==> config.mk <==
export PLATFORM = sky130hd
export DESIGN_NAME = muldiv_unit
export DESIGN_NICKNAME = d
export VERILOG_FILES = /design/src/rtl/muldiv_unit.sv
export SDC_FILE = /design/constraint.sdc
export NUM_CORES = 1
export LEC_CHECK = 0
export CAP_MARGIN = 15
export CORE_MARGIN = 3
export CORE_UTILIZATION = 51
export DETAILED_ROUTE_END_ITERATION = 8
export GPL_TIMING_DRIVEN = 0
export HOLD_SLACK_MARGIN = 0.1
export PLACE_DENSITY = 0.76
export SETUP_SLACK_MARGIN = 0.1
export SLEW_MARGIN = 25
export SYNTH_ARGS = -nofsm -noshare
export SYNTH_HDL_FRONTEND = slang
export SYNTH_SLANG_ARGS = --single-unit
==> constraint.sdc <==
create_clock -name clk -period 2.9 [get_ports clk]
set_input_delay 0.435 -clock clk [delete_from_list [all_inputs] [get_ports clk]]
set_output_delay 0.435 -clock clk [all_outputs]
set_load 0.005 [all_outputs]
==> src/rtl/muldiv_unit.sv <==
// ============================================================================
// muldiv_unit : iterative MULT/MULTU/DIV/DIVU engine owning the HI/LO registers
// Optional divide datapath enabled by `define MULDIV_DIV_EN
// Revision 1.0 - initial release
// ============================================================================
`default_nettype none

module muldiv_unit (
  input  logic        clk,
  input  logic        rstn,
  input  logic        start,
  input  logic [1:0]  op,
  input  logic [31:0] A,
  input  logic [31:0] B,
  input  logic        hi_we,
  input  logic        lo_we,
  input  logic [31:0] wdata,
  output logic        busy,
  output logic        done,
  output logic [31:0] hi,
  output logic [31:0] lo
);

  typedef enum logic [1:0] {
    IDLE = 2'd0,
    RUN  = 2'd1,
    FIX  = 2'd2,
    DONE = 2'd3
  } state_t;

  localparam logic [5:0] C_LAST_ITER = 6'd31;

  state_t      r_state;
  state_t      w_next;
  logic [5:0]  r_cnt;
  logic        r_sign_a;
  logic        r_sign_b;
  logic [31:0] r_mcand;
  logic [63:0] r_acc;
  logic [31:0] r_hi;
  logic [31:0] r_lo;

  logic        w_idle_like;
  logic        w_signed_op;
  logic        w_start_run;
  logic        w_start_skip;
  logic [31:0] w_abs_a;
  logic [31:0] w_abs_b;
  logic [32:0] w_mul_sum;
  logic [63:0] w_prod;

  assign w_idle_like = (r_state == IDLE) || (r_state == DONE);
  assign w_signed_op = ~op[0];
  assign w_abs_a     = (w_signed_op && A[31]) ? -A : A;
  assign w_abs_b     = (w_signed_op && B[31]) ? -B : B;

`ifdef MULDIV_DIV_EN
  logic        r_is_div;
  logic        r_bzero;
  logic [31:0] r_a_raw;
  logic [31:0] r_rem;
  logic [32:0] w_div_shift;
  logic [32:0] w_div_trial;
  logic [31:0] w_quo;
  logic [31:0] w_rem;

  assign w_start_run  = start;
  assign w_start_skip = 1'b0;

  // 33-bit partial remainder: previous remainder shifted with next dividend bit
  assign w_div_shift = {r_rem, r_acc[31]};
  assign w_div_trial = w_div_shift - {1'b0, r_mcand};
  assign w_quo       = (r_sign_a ^ r_sign_b) ? -r_acc[31:0] : r_acc[31:0];
  assign w_rem       = r_sign_a ? -r_rem : r_rem;
`else
  // Without a divider, divide requests complete immediately and leave HI/LO alone
  assign w_start_run  = start & ~op[1];
  assign w_start_skip = start &  op[1];
`endif

  // Multiplier bits live in r_acc[31:0] and are consumed LSB first
  assign w_mul_sum = {1'b0, r_acc[63:32]} + (r_acc[0] ? {1'b0, r_mcand} : 33'd0);
  assign w_prod    = (r_sign_a ^ r_sign_b) ? -r_acc : r_acc;

  always_comb begin
    w_next = r_state;
    case (r_state)
      IDLE: begin
        if (w_start_run)       w_next = RUN;
        else if (w_start_skip) w_next = DONE;
      end
      RUN: begin
        if (r_cnt == C_LAST_ITER) w_next = FIX;
      end
      FIX: begin
        w_next = DONE;
      end
      DONE: begin
        if (w_start_run)       w_next = RUN;
        else if (w_start_skip) w_next = DONE;
        else                   w_next = IDLE;
      end
      default: w_next = IDLE;
    endcase
  end

  always_ff @(posedge clk or negedge rstn) begin
    if (!rstn) begin
      r_state  <= IDLE;
      r_cnt    <= 6'd0;
      r_sign_a <= 1'b0;
      r_sign_b <= 1'b0;
      r_mcand  <= 32'd0;
      r_acc    <= 64'd0;
      r_hi     <= 32'd0;
      r_lo     <= 32'd0;
`ifdef MULDIV_DIV_EN
      r_is_div <= 1'b0;
      r_bzero  <= 1'b0;
      r_a_raw  <= 32'd0;
      r_rem    <= 32'd0;
`endif
    end else begin
      r_state <= w_next;
      case (r_state)
        IDLE, DONE: begin
          if (w_start_run) begin
            r_cnt    <= 6'd0;
            r_sign_a <= w_signed_op & A[31];
            r_sign_b <= w_signed_op & B[31];
            r_mcand  <= w_abs_a;
            r_acc    <= {32'd0, w_abs_b};
`ifdef MULDIV_DIV_EN
            r_is_div <= op[1];
            r_bzero  <= (B == 32'd0);
            r_a_raw  <= A;
            r_rem    <= 32'd0;
            if (op[1]) begin
              r_mcand <= w_abs_b;
              r_acc   <= {32'd0, w_abs_a};
            end
`endif
          end else if (!start) begin
            if (hi_we) r_hi <= wdata;
            if (lo_we) r_lo <= wdata;
          end
        end
        RUN: begin
          r_cnt <= r_cnt + 6'd1;
`ifdef MULDIV_DIV_EN
          if (r_is_div) begin
            if (!w_div_trial[32]) begin
              r_rem        <= w_div_trial[31:0];
              r_acc[31:0]  <= {r_acc[30:0], 1'b1};
            end else begin
              r_rem        <= w_div_shift[31:0];
              r_acc[31:0]  <= {r_acc[30:0], 1'b0};
            end
          end else begin
            r_acc <= {w_mul_sum, r_acc[31:1]};
          end
`else
          r_acc <= {w_mul_sum, r_acc[31:1]};
`endif
        end
        FIX: begin
`ifdef MULDIV_DIV_EN
          if (r_is_div) begin
            if (r_bzero) begin
              r_hi <= r_a_raw;
              r_lo <= 32'hFFFF_FFFF;
            end else begin
              r_hi <= w_rem;
              r_lo <= w_quo;
            end
          end else begin
            r_hi <= w_prod[63:32];
            r_lo <= w_prod[31:0];
          end
`else
          r_hi <= w_prod[63:32];
          r_lo <= w_prod[31:0];
`endif
        end
        default: ;
      endcase
    end
  end

  assign busy = (r_state == RUN) || (r_state == FIX);
  assign done = (r_state == DONE);
  assign hi   = r_hi;
  assign lo   = r_lo;

endmodule

`default_nettype wire
==> summary.txt, run 1 <==
Post-synth net total = 1548
Max cap viols = 0
Mapped Cells = 1403
Post-synth EDFFs = 0
Top-area cell type share of the netlist area = 36.4%
Detailed router's first-iteration violation count = 1297
Tcrit/Tclk final = 102%
Fin worst setup slack = -0.0681 ns
Synth Register Bits = 170
WS Path Type = flop to flop
Seq pwr share = 27.1%
Grt met3 use = 6.32%
Clock buffer depth = 2
Register-to-Register Setup Slack = -0.07 ns
Post-synth top area cell = dfrtp_1
Post-DP HPWL = 32.0 mm
Post-route ant nets = 0
Cell Area, Synth = 0.0117 mm^2
Final setup vio count = 8
Final critical-path required period = 2.97 ns
Cell Int Power = 8.99 mW
Clk sink count = 170
Worst EP arrival = 3.28 ns
Worst path cell trace = clkbuf_16 -> clkbuf_16 -> clkinv_4 -> ha_4 -> or4b_4 -> buf_8 -> buf_4 -> buf_6 -> nor4_4 -> buf_4 -> a41oi_2 -> xnor2_1 -> nand2_1 -> o21ai_1 -> o21ai_1
Top FF cell, synth = dfrtp_1
Syn avg cell area = 8.34 um^2
Hold Crit Class = flop to flop
Area contributors post-synth = dfrtp_1 36%, o21ai_0 6.2%, xnor2_1 5.2%
Layout Nets = 1775
Outcome = finished with violations
Via count = 12200
CP Capture Type = flop
CTS Buf Count = 17
Area delta synth->final = 33.2%
RD Place Congestion = 1.01
Sw Share = 48.4%
Total wire length = 42.6 mm
Post-Place Setup Slack = -0.689 ns
Drt wl/cell = 22.1 um
Ports = 169
DP Area = 0.0138 mm^2
Port Buffer Count = 168
DRC = 0
CP Depth = 15
Most frequent cells in the layout = 167 x clkdlybuf4s50_1, 166 x dfrtp_1, 145 x nand2_1
CP required = 3.21 ns
Power share of the combinational group = 60.2%
Distinct cells, synth = 66
GR peak layer = met2
Ratio of cells with drive above 1 in the final layout = 14.9%
Sequential share of the synthesized area = 36.4%
Filler Cells Inserted = 1764
Worst R2R Start = r_acc[0]$_DFFE_PN0P_
Die area = 0.0248 mm^2
Failing checks = setup timing
Flip-flop and latch area = 0.00426 mm^2
Async SR Flop Fraction = 100%
Critical-path top delay cell = or4b_4
Power Density = 1120 mW/mm^2
Worst VDD drop = 0.686 mV
Leakage = 6.29 nW
R2R depth = 15
Gr usage total = 33.6%
Antenna diodes = 0
Max-slew violations = 0
Design area = 0.0156 mm^2
Startpoint types = flop
Relative slew slack = 45.3%
Clk_lat worst skew = 0.44 ns
Worst Hold Depth = 2
Clk root buf = clkbuf_16
Setup TNS = -0.230 ns
Setup repair after global routing missed its margin = yes
Largest delay share family, worst path = buffers and inverters
Commonest non-fill, non-tap cell in the layout = clkdlybuf4s50_1
CTS tree = yes
Initial antenna violation count = 0
FF-to-FF End = lo[22]$_DFFE_PN0P_
First-pass GRT wire length = 64.5 mm
Multi-input gate area = 0.00790 mm^2
Initial core utilization = 52.8%
Yosys Warn Count = 0
DR vias/cell = 6.36
Max FO, Critical Path = 6
Row cnt = 54
CP Buf/Inv Count = 7
Largest net degree at the start of global routing = 96
Vias in the first global route = 11400
Hold_sp = r_mcand[23]$_DFFE_PN0P_
Router iterations before antenna repair = 6
Reg clk slew, reported paths = 0.08 ns
Peak Freq = 0.337 GHz
M2 GR Usage = 51.8%
Total core area = 0.0222 mm^2
Clock power frac = 12.7%
Hold path endpoint = r_mcand[23]$_DFFE_PN0P_
Die Ht = 157 um
Final hold vios = 0
Met1 GRT Util = 47.0%
NetSw = 8.44 mW
Final Skew = 0.0195 ns
Gr ovfl total = 0
Worst-margin pin slew = 0.817 ns
H-tree lvl count = 4
DIE WIDTH = 157 um
CP max stage delay = 0.46 ns
==> area by class of cell <==
class | instances | share of cell area [%]
flip-flops and latches | 170 | 27.3
inverters | 25 | 0.634
multi-input cells | 1130 | 50.7
clock buffers | 18 | 2.82
repair buffers | 210 | 13.2
well taps | 280 | 2.25
plain buffers | 76 | 2.44
clock inverters | 14 | 0.706
==> cells in the mapped netlist (7+ instances only) <==
library cell and instances:
or3_1 15, o211ai_1 8, inv_1 25, ha_1 41, or2_2 10, dfrtp_1 170
nor3_1 33, a31oi_1 18, and2_1 35, mux2i_1 8, a21oi_1 114, nor3b_1 8
a211oi_1 17, nor4_1 17, o21ai_0 146, or4_1 10, nor2_1 124, xor2_1 69
nand3_1 21, a22oi_1 13, and3_1 7, o41ai_1 7, xnor2_1 70, nand2b_1 20
a21o_1 29, nand4_1 16, o21a_1 8, nand2_1 147, o31ai_1 18, a221oi_1 18
clkbuf_1 71, o22ai_1 11, o221ai_1 9
==> worst min-delay path: stages (launching register included) <==
cell	delay [ns]
dfrtp_1	0.34
nand2_1	0.05
o21ai_0	0.06
==> what timing repair did <==
item,CTS,global route
hold endpoints to repair,75,0
hold buffers,1,0
resized for setup,99,123
pin swaps,29,51
endpoints found under the setup margin,88,113
buffers inserted,18,22
==> registers in the layout (all words and copies together), names as in the netlist <==
name / cells
r_sign_a: 1
lo: 32
r_cnt: 6
r_mcand: 32
r_acc: 64
r_sign_b: 1
r_state: 2
hi: 32
==> power by group through the flow <==
stage	logic [mW]	clock network [mW]	registers [mW]
2_1_floorplan	5.69	0	4.27
3_3_place_gp	8.77	0	4.61
3_5_place_dp	8.96	0	4.65
4_1_cts	9.55	2.20	4.62
5_1_grt	11.3	2.31	4.83
6_report	10.5	2.21	4.73
==> through the flow <==
step	power (mW)	hold WS (ns)	instances	utilization [%]
2_1_floorplan	9.97	0.139	1403	-
3_3_place_gp	13.4	0.454	1851	62.2
3_5_place_dp	13.6	0.447	1852	62.4
4_1_cts	16.4	0.480	1902	67.5
5_1_grt	18.5	0.492	1923	70.3
6_report	17.4	0.475	1923	70.3
==> routing by layer <==
| layer | wire [um] | up-vias |
|---|---|---|
| met2 | 19100 | 727 |
| met3 | 4380 | 112 |
| li1 | - | 5563 |
| met1 | 17500 | 5833 |
| met4 | 1630 | 0 |
| met5 | 0 | - |
==> kinds of logic after synthesis <==
group / count (synthesis) / synth area share (%)
simple gates: 485 / 20.4
mux: 9 / 0.781
xor+xnor: 139 / 10.4
fa+ha+maj: 42 / 4.56
flops: 170 / 36.4
buf+inv: 103 / 3.31
compound gates: 455 / 24.2
==> worst max-delay path by stage <==
stage          slack (ns)                   from                    end
6_report            -0.07   r_acc[0]$_DFFE_PN0P_     lo[22]$_DFFE_PN0P_
5_1_grt             -0.15  r_acc[20]$_DFFE_PN0P_     hi[16]$_DFFE_PN0P_
4_1_cts             -0.01   r_acc[0]$_DFFE_PN0P_     hi[16]$_DFFE_PN0P_
3_5_place_dp        -0.69                  start  r_acc[56]$_DFFE_PN0P_
3_3_place_gp        -5.57                   rstn   r_cnt[1]$_DFFE_PN0P_
2_1_floorplan        0.17   r_acc[0]$_DFFE_PN0P_     hi[16]$_DFFE_PN0P_
Note: power is estimated with default switching activity, not from simulation.
==> run 2, diff against run 1 <==
--- a/config.mk
+++ b/config.mk
@@ -9,10 +9,12 @@
 export CORE_MARGIN = 3
 export CORE_UTILIZATION = 51
 export DETAILED_ROUTE_END_ITERATION = 8
+export GPL_ROUTABILITY_DRIVEN = 0
 export GPL_TIMING_DRIVEN = 0
 export HOLD_SLACK_MARGIN = 0.1
 export PLACE_DENSITY = 0.76
 export SETUP_SLACK_MARGIN = 0.1
+export SKIP_LAST_GASP = 1
 export SLEW_MARGIN = 25
 export SYNTH_ARGS = -nofsm -noshare
 export SYNTH_HDL_FRONTEND = slang
==> run 2 against run 1 <==
Effect of this change: the flow still finishes with violations (setup timing); clock skew down 0.0098 ns; setup slack lost 0.010 ns; count of clock-buffer cells in the layout decreased by 1; cell count down 0.57%; die area unchanged; global-route usage down 1.6 points; non-clock buffer count shrank 12; sequential cell count is the same; sequential share of layout area grew 0.46 points; critical endpoint is now hi[18]$_DFFE_PN0P_.
==> summary.txt, run 2 (synthesis gave the netlist of run 1 again) <==
Most frequent cells in the layout = 167 x clkdlybuf4s50_1, 164 x dfrtp_1, 146 x nand2_1
Worst path cell trace = nor3_1 -> nand4_1 -> or4_4 -> clkbuf_16 -> nor2_4 -> a31oi_1 -> xnor2_1 -> o221ai_1
Max-slew violations = 0
Gr ovfl total = 0
Power Density = 1120 mW/mm^2
CTS Buf Count = 17
Leakage = 6.18 nW
Initial core utilization = 52.8%
Commonest non-fill, non-tap cell in the layout = clkdlybuf4s50_1
Router iterations before antenna repair = 5
Setup repair after global routing missed its margin = yes
Clk_lat worst skew = 0.45 ns
Design area = 0.0153 mm^2
Drt wl/cell = 21.3 um
Max FFs per register = 64
Setup TNS = -0.121 ns
Peak Freq = 0.336 GHz
Clk sink count = 170
Startpoint types = flop
Filler Cells Inserted = 1739
Ports = 169
DIE WIDTH = 157 um
Fin cells = 1912
Total core area = 0.0222 mm^2
Hold Crit Class = input port to async pin
Worst EP arrival = 3.28 ns
Max FO, Critical Path = 8
Outcome = finished with violations
GR peak layer = met2
Clock buffer depth = 2
Row cnt = 54
WS Path Type = flop to flop
Die Ht = 157 um
Clk root buf = clkbuf_16
Multi-input gate area = 0.00767 mm^2
Tcrit/Tclk final = 103%
Final critical-path required period = 2.98 ns
First-pass GRT wire length = 62.0 mm
CP max stage delay = 0.58 ns
DRC = 0
Critical-path top delay cell = or4_4
Final Skew = 0.00966 ns
H-tree lvl count = 4
CP Capture Type = flop
Grt met3 use = 5.00%
DR vias/cell = 6.36
Post-Place Setup Slack = -0.520 ns
Max cap viols = 0
CP required = 3.20 ns
Total wire length = 40.8 mm
Largest net degree at the start of global routing = 68
Post-DP HPWL = 30.6 mm
Flip-flop and latch area = 0.00426 mm^2
Met1 GRT Util = 44.5%
Largest Register = r_acc
CTS tree = yes
Port Buffer Count = 168
Worst VDD drop = 0.564 mV
Fin worst setup slack = -0.0785 ns
Final setup vio count = 3
Post-route ant nets = 0
Final hold vios = 0
Detailed router's first-iteration violation count = 1532
Die area = 0.0248 mm^2
Ratio of cells with drive above 1 in the final layout = 11.8%
Antenna diodes = 0
Power, Total = 17.2 mW
Gr usage total = 32.0%
Via count = 12200
Placed cells = 1853
Area delta synth->final = 31.1%
M2 GR Usage = 50.1%
Layout Nets = 1764
Reg clk slew, reported paths = 0.07 ns
Worst-margin pin slew = 0.831 ns
Vias in the first global route = 11400
Failing checks = setup timing
DP Area = 0.0138 mm^2
Relative slew slack = 44.4%
Initial antenna violation count = 0
[run 2: changes by cell type in the layout (fill, tap and decap cells not counted), moves of 6 or more]
cell and delta:
xnor2_2 -6, a21oi_1 +11, clkbuf_1 +7, a21oi_2 -8, buf_4 -10, xnor2_1 +6
o21ai_0 +7
[run 2: report_power, final]
group          switching, mW  leakage (nW)  total [mW]  internal [mW]
sequential              1.22          2.10        4.70           3.48
clock                   1.11         0.307        2.51           1.40
combinational           5.81          3.78        10.0           4.21
total                   8.14          6.18        17.2           9.09
[run 2: per-stage QoR]
| step | util [%] | hold slack [ns] |
|---|---|---|
| after floorplan | - | 0.139 |
| after global placement | 62.2 | 0.456 |
| after detailed placement | 62.5 | 0.340 |
| after CTS | 66.9 | 0.479 |
| after global routing | 69.2 | 0.500 |
| final | 69.2 | 0.461 |
[run 2: routing by layer]
metal / up-vias / share of wire (%)
met5: - / 0
met4: 0 / 4.3
met3: 126 / 11
met2: 801 / 44
met1: 5693 / 41
li1: 5537 / -
[run 2: what timing repair did]
item / 4_1_cts / 5_1_grt
gates resized for setup: 52 / 101
pin swaps: 13 / 34
setup endpoints to repair: 72 / 98
buffers inserted: 10 / 18
hold buffers: 1 / 0
cloned: 1 / 0
endpoints found under the hold margin: 39 / 0
[run 2: area by class of cell]
type                            instances  share of cell area, %
Buffer                                 75                   2.32
Inverter                               25                  0.645
Clock inverter                         15                   1.33
Multi-Input combinational cell       1131                   50.0
Timing Repair Buffer                  199                   12.8
Clock buffer                           17                   2.77
Tap cell                              280                   2.28
Sequential cell                       170                   27.8
[run 2: worst max-delay path, delay by kind of cell (launching register included)]
family,cells,cell delay (ns)
AO/OA/AOI/OAI,2,0.30
XOR/XNOR,1,0.28
buffers and inverters,1,0.18
flip-flops,1,0.48
AND/OR/NAND/NOR,4,1.59
[run 2: path summary, 6_finish.rpt]
path                                        from                    end  slack, ns  cells past startpoint
setup / recovery           r_acc[13]$_DFFE_PN0P_     hi[18]$_DFFE_PN0P_      -0.08                      8
hold / removal                              rstn     hi[16]$_DFFE_PN0P_       0.46                      2
setup reg to reg           r_acc[13]$_DFFE_PN0P_     hi[18]$_DFFE_PN0P_      -0.08                      8
hold reg to reg                lo[5]$_DFFE_PN0P_      lo[5]$_DFFE_PN0P_       0.48                      1
max in group asynchronous                   rstn  r_acc[36]$_DFFE_PN0P_       1.79                      3
min in group clk               lo[5]$_DFFE_PN0P_      lo[5]$_DFFE_PN0P_       0.48                      1
